File: src/rtl/fifo_stream_reader.sv
// Read-side adapter for a registered-output synchronous FIFO. It turns the FIFO's
// one-cycle read latency into a valid/ready stream through a 2-entry skid buffer.
module fifo_stream_reader #(
  parameter int WIDTH     = 8,
  parameter int CNT_WIDTH = 16
) (
  input  logic                 clk,
  input  logic                 rst_n,
  output logic                 fifo_rd_en,
  input  logic [WIDTH-1:0]     fifo_dout,
  input  logic                 fifo_empty,
  output logic                 m_valid,
  output logic [WIDTH-1:0]     m_data,
  input  logic                 m_ready,
  input  logic                 flush,
  output logic                 busy,
  output logic [CNT_WIDTH-1:0] xfer_count
);

  logic [1:0]       occ;
  logic             pend;
  logic [WIDTH-1:0] slot0, slot1;
  logic             pop;
  logic [1:0]       surv;
  logic [2:0]       need;

  assign pop  = (occ != 2'd0) && m_ready;
  assign surv = occ - {1'b0, pop};
  // Words that will occupy the buffer after this edge; a new read is only
  // issued when its data is guaranteed a free slot one cycle later.
  assign need = {1'b0, surv} + {2'b00, pend};

  assign fifo_rd_en = rst_n && !flush && !fifo_empty && (need <= 3'd1);

  assign m_valid = (occ != 2'd0);
  assign m_data  = slot0;
  assign busy    = (occ != 2'd0) || pend;

  always_ff @(posedge clk) begin
    if (!rst_n) begin
      occ        <= 2'd0;
      pend       <= 1'b0;
      slot0      <= '0;
      slot1      <= '0;
      xfer_count <= '0;
    end else begin
      pend <= fifo_rd_en;
      if (pop) xfer_count <= xfer_count + CNT_WIDTH'(1);
      if (flush) begin
        occ <= 2'd0;
      end else begin
        occ <= need[1:0];
        if (pop && surv == 2'd1) slot0 <= slot1;
        // Arriving word lands directly behind whatever survives the pop.
        if (pend) begin
          if (surv == 2'd0) slot0 <= fifo_dout;
          else              slot1 <= fifo_dout;
        end
      end
    end
  end

endmodule

File: config.mk
export PLATFORM = sky130hd
export DESIGN_NAME = fifo_stream_reader
export DESIGN_NICKNAME = d
export VERILOG_FILES = /design/src/rtl/fifo_stream_reader.sv
export SDC_FILE = /design/constraint.sdc
export NUM_CORES = 1
export LEC_CHECK = 0
export CELL_PAD_IN_SITES_DETAIL_PLACEMENT = 1
export CELL_PAD_IN_SITES_GLOBAL_PLACEMENT = 1
export CORE_AREA = 2 2 75 77
export DETAILED_ROUTE_END_ITERATION = 8
export DIE_AREA = 0 0 77 79
export PLACE_DENSITY_LB_ADDON = 0.1
export SYNTH_ARGS = -nofsm -noshare
export SYNTH_HDL_FRONTEND = slang
export SYNTH_SLANG_ARGS = --single-unit
File: constraint.sdc
create_clock -name clk -period 2.5 [get_ports clk]
set_input_delay 0.5 -clock clk [delete_from_list [all_inputs] [get_ports clk]]
set_output_delay 0.5 -clock clk [all_outputs]
set_load 0.01 [all_outputs]
==> qor.csv <==
metric,value,unit
worst r2r src,occ[0],
Tmin final,2.43,ns
antenna cells,0,
TritonCTS clock tree,built,
Final Hold Fails,0,
DP HPWL,3090,microns
final setup fails,0,
Synth Warn #,0,
Mapped Cells,166,
Post-synth EDFFs,0,
htree depth,2,
CTS Buf Count,5,
Layout Nets,239,
Iteration-0 DRC Markers,54,
synthesized area per cell,9.32,sq um
vias in the first global route,1526,
starting density of the core,29.0,%
Startpoint Class,flip-flop,
clock buffer depth,2,
I/O Buffers,39,
Setup crit end,fifo_rd_en,
I/O Pins,40,
Lkg Pwr,0.871,nW
clk root buf,clkbuf_8,
placer congestion estimate,0.828,
FF-to-FF End,pend,
Reg2Reg Depth,10,
Routed Antenna Nets,0,
R2R setup slack,0.64,ns
"count leader, synth",dfxtp_1,
Hold WC Path Type,reg2reg,
area share of the largest cell type after synthesis,45.3,%
initial antenna violation count,0,
Post-Syn Area,1550,sq um
hold_buf cts,0,
Crit path arrival time,1.93,ns
DRC,0,
fin area,2260,sq um
total via count after detailed routing,1426,
GRT Overall Usage,15.3,%
WL per Instance,14.9,microns
cell area after placement,2110,sq um
RSZ-0062 raised after global routing,yes,
CP required,2.00,ns
VDD IR max,0.343,mV
first-pass GRT wire length,7420,microns
worst setup path start,occ[0],
CORE AREA,5340,sq um
Clock transition at path regs,0.07,ns
critical path endpoint category,output port,
Setup Skew,0.00531,ns
GRT overflow,0,
pwr dens,471,nW/um^2
Yosys reg bits,35,
"Distinct cells, synth",31,
Die W,77,microns
Peak Freq,411,MHz
worst-skew pair later-pin latency,0.28,ns
clock sink count,35,
max cap viols,0,
CP Class,reg2out,
post-DR vias/cell,4.82,
Die Footprint,6080,sq um
Area Growth Syn to Fin,46.2,%
largest net degree at the start of global routing,24,
Routed WL,4410,microns
CP max FO,3,
top_reg_cell synth,dfxtp_1,
Tcrit/Tclk final,97.3,%
DR pass1 iterations,4,
"Slew Viols, Final",0,
top post-synthesis cells by count,"35 x dfxtp_1, 23 x nor2_1, 12 x mux2i_1",
status,finished clean,
DIE HEIGHT,79,microns
Post-synth ARST share,0,%
"top cells by area, synth","dfxtp_1 45%, mux2i_1 7.8%, o221a_1 5.8%",
Least-Margin Pin Slew,0.611,ns
share of layout cells above drive strength 1,17.9,%
sequential fraction of the synthesis area,45.3,%
syn nets,182,
std cell rows,27,
slew margin rel.,59.3,%
"Core Util, Final",42.4,%
leading area contributor after synthesis,dfxtp_1,
-- flip-flops by register name, indices dropped and copies added (netlist names) --
name	count
m_data	8
occ	2
pend	1
slot1	8
xfer_count	16
-- worst max-delay path: stages (launching register included) --
cell      delay (ns)
dfxtp_2         0.33
nand3b_1        0.22
nand2b_4        0.12
ha_4            0.13
inv_2           0.05
ha_4            0.21
a311oi_2        0.22
a21oi_2         0.07
nor4_2          0.14
buf_2           0.17
-- placed cells by master (no fill, tap or decap), types with 5 or more instances in the layout --
| cell type | instances |
|---|---|
| o21a_1 | 8 |
| nor2_1 | 23 |
| o221a_1 | 8 |
| inv_1 | 5 |
| nor3_1 | 6 |
| dfxtp_1 | 34 |
| xnor2_1 | 8 |
| clkdlybuf4s50_1 | 37 |
| buf_4 | 17 |
| nand2_1 | 8 |
| nand3_1 | 8 |
| mux2i_1 | 12 |
| clkbuf_8 | 5 |
-- layout make-up --
type / count / area, sq um
Clock buffer: 5 / 68.8
Fill cell: 645 / 3070
Timing Repair Buffer: 56 / 508
Clock inverter: 3 / 15.0
Multi-Input combinational cell: 119 / 857
Sequential cell: 35 / 702
Inverter: 6 / 22.5
Tap cell: 72 / 90.1
-- cells by family after synthesis --
logic type / count (synthesis) / share of synthesized area, %
xor gates and xnor gates: 10 / 5.66
AOI/OAI and AO/OA: 27 / 14.1
buffers and inverters: 12 / 3.15
DFF: 35 / 45.3
adders and majority gates: 3 / 2.43
and+or+nand+nor: 67 / 21.6
muxes: 12 / 7.76
-- metal layers --
layer / track usage, % / part of all wire [%] / vias up
li1: - / - / 701
met1: 16.9 / 43 / 688
met2: 28.9 / 52 / 33
met3: 3.75 / 4.4 / 4
met4: 4.64 / 0.82 / 0
met5: 0 / 0 / -
-- power by group --
group	switching, mW	internal (mW)
clock network	0.206	0.191
logic	0.0439	0.0565
registers	0.00474	0.565
total	0.255	0.812
-- through the flow --
| stage | std cells | hold WS [ns] | setup WS [ns] | power, mW | TNS, ns |
|---|---|---|---|---|---|
| 5_1_grt | 296 | 0.495 | -0.0599 | 1.11 | -0.0599 |
| 4_1_cts | 295 | 0.475 | -0.113 | 1.08 | -0.113 |
| 6_report | 296 | 0.469 | 0.0671 | 1.07 | 0 |
| 3_5_place_dp | 285 | 0.457 | -0.826 | 0.679 | -0.826 |
| 3_3_place_gp | 285 | 0.448 | -0.703 | 0.676 | -0.703 |
| 2_1_floorplan | 166 | 0.464 | 0.112 | 0.617 | 0 |
-- how the worst min path moves through the flow --
| stage | end | cells past startpoint | slack [ns] | start |
|---|---|---|---|---|
| after floorplan | slot1[0] | 2 | 0.46 | slot1[0] |
| after global placement | m_data[2] | 1 | 0.45 | m_data[2] |
| after detailed placement | m_data[3] | 1 | 0.46 | m_data[3] |
| after CTS | m_data[3] | 1 | 0.47 | m_data[3] |
| after global routing | m_data[0] | 1 | 0.50 | m_data[0] |
| final | m_data[0] | 1 | 0.47 | m_data[0] |
-- timing repair --
action	CTS	global route
setup endpoints to repair	1	1
resized for setup	18	3
cloned	0	0
buffers inserted	2	1
endpoints found under the hold margin	0	0
pin swaps	3	3
Power figures use the tool's default switching activity.
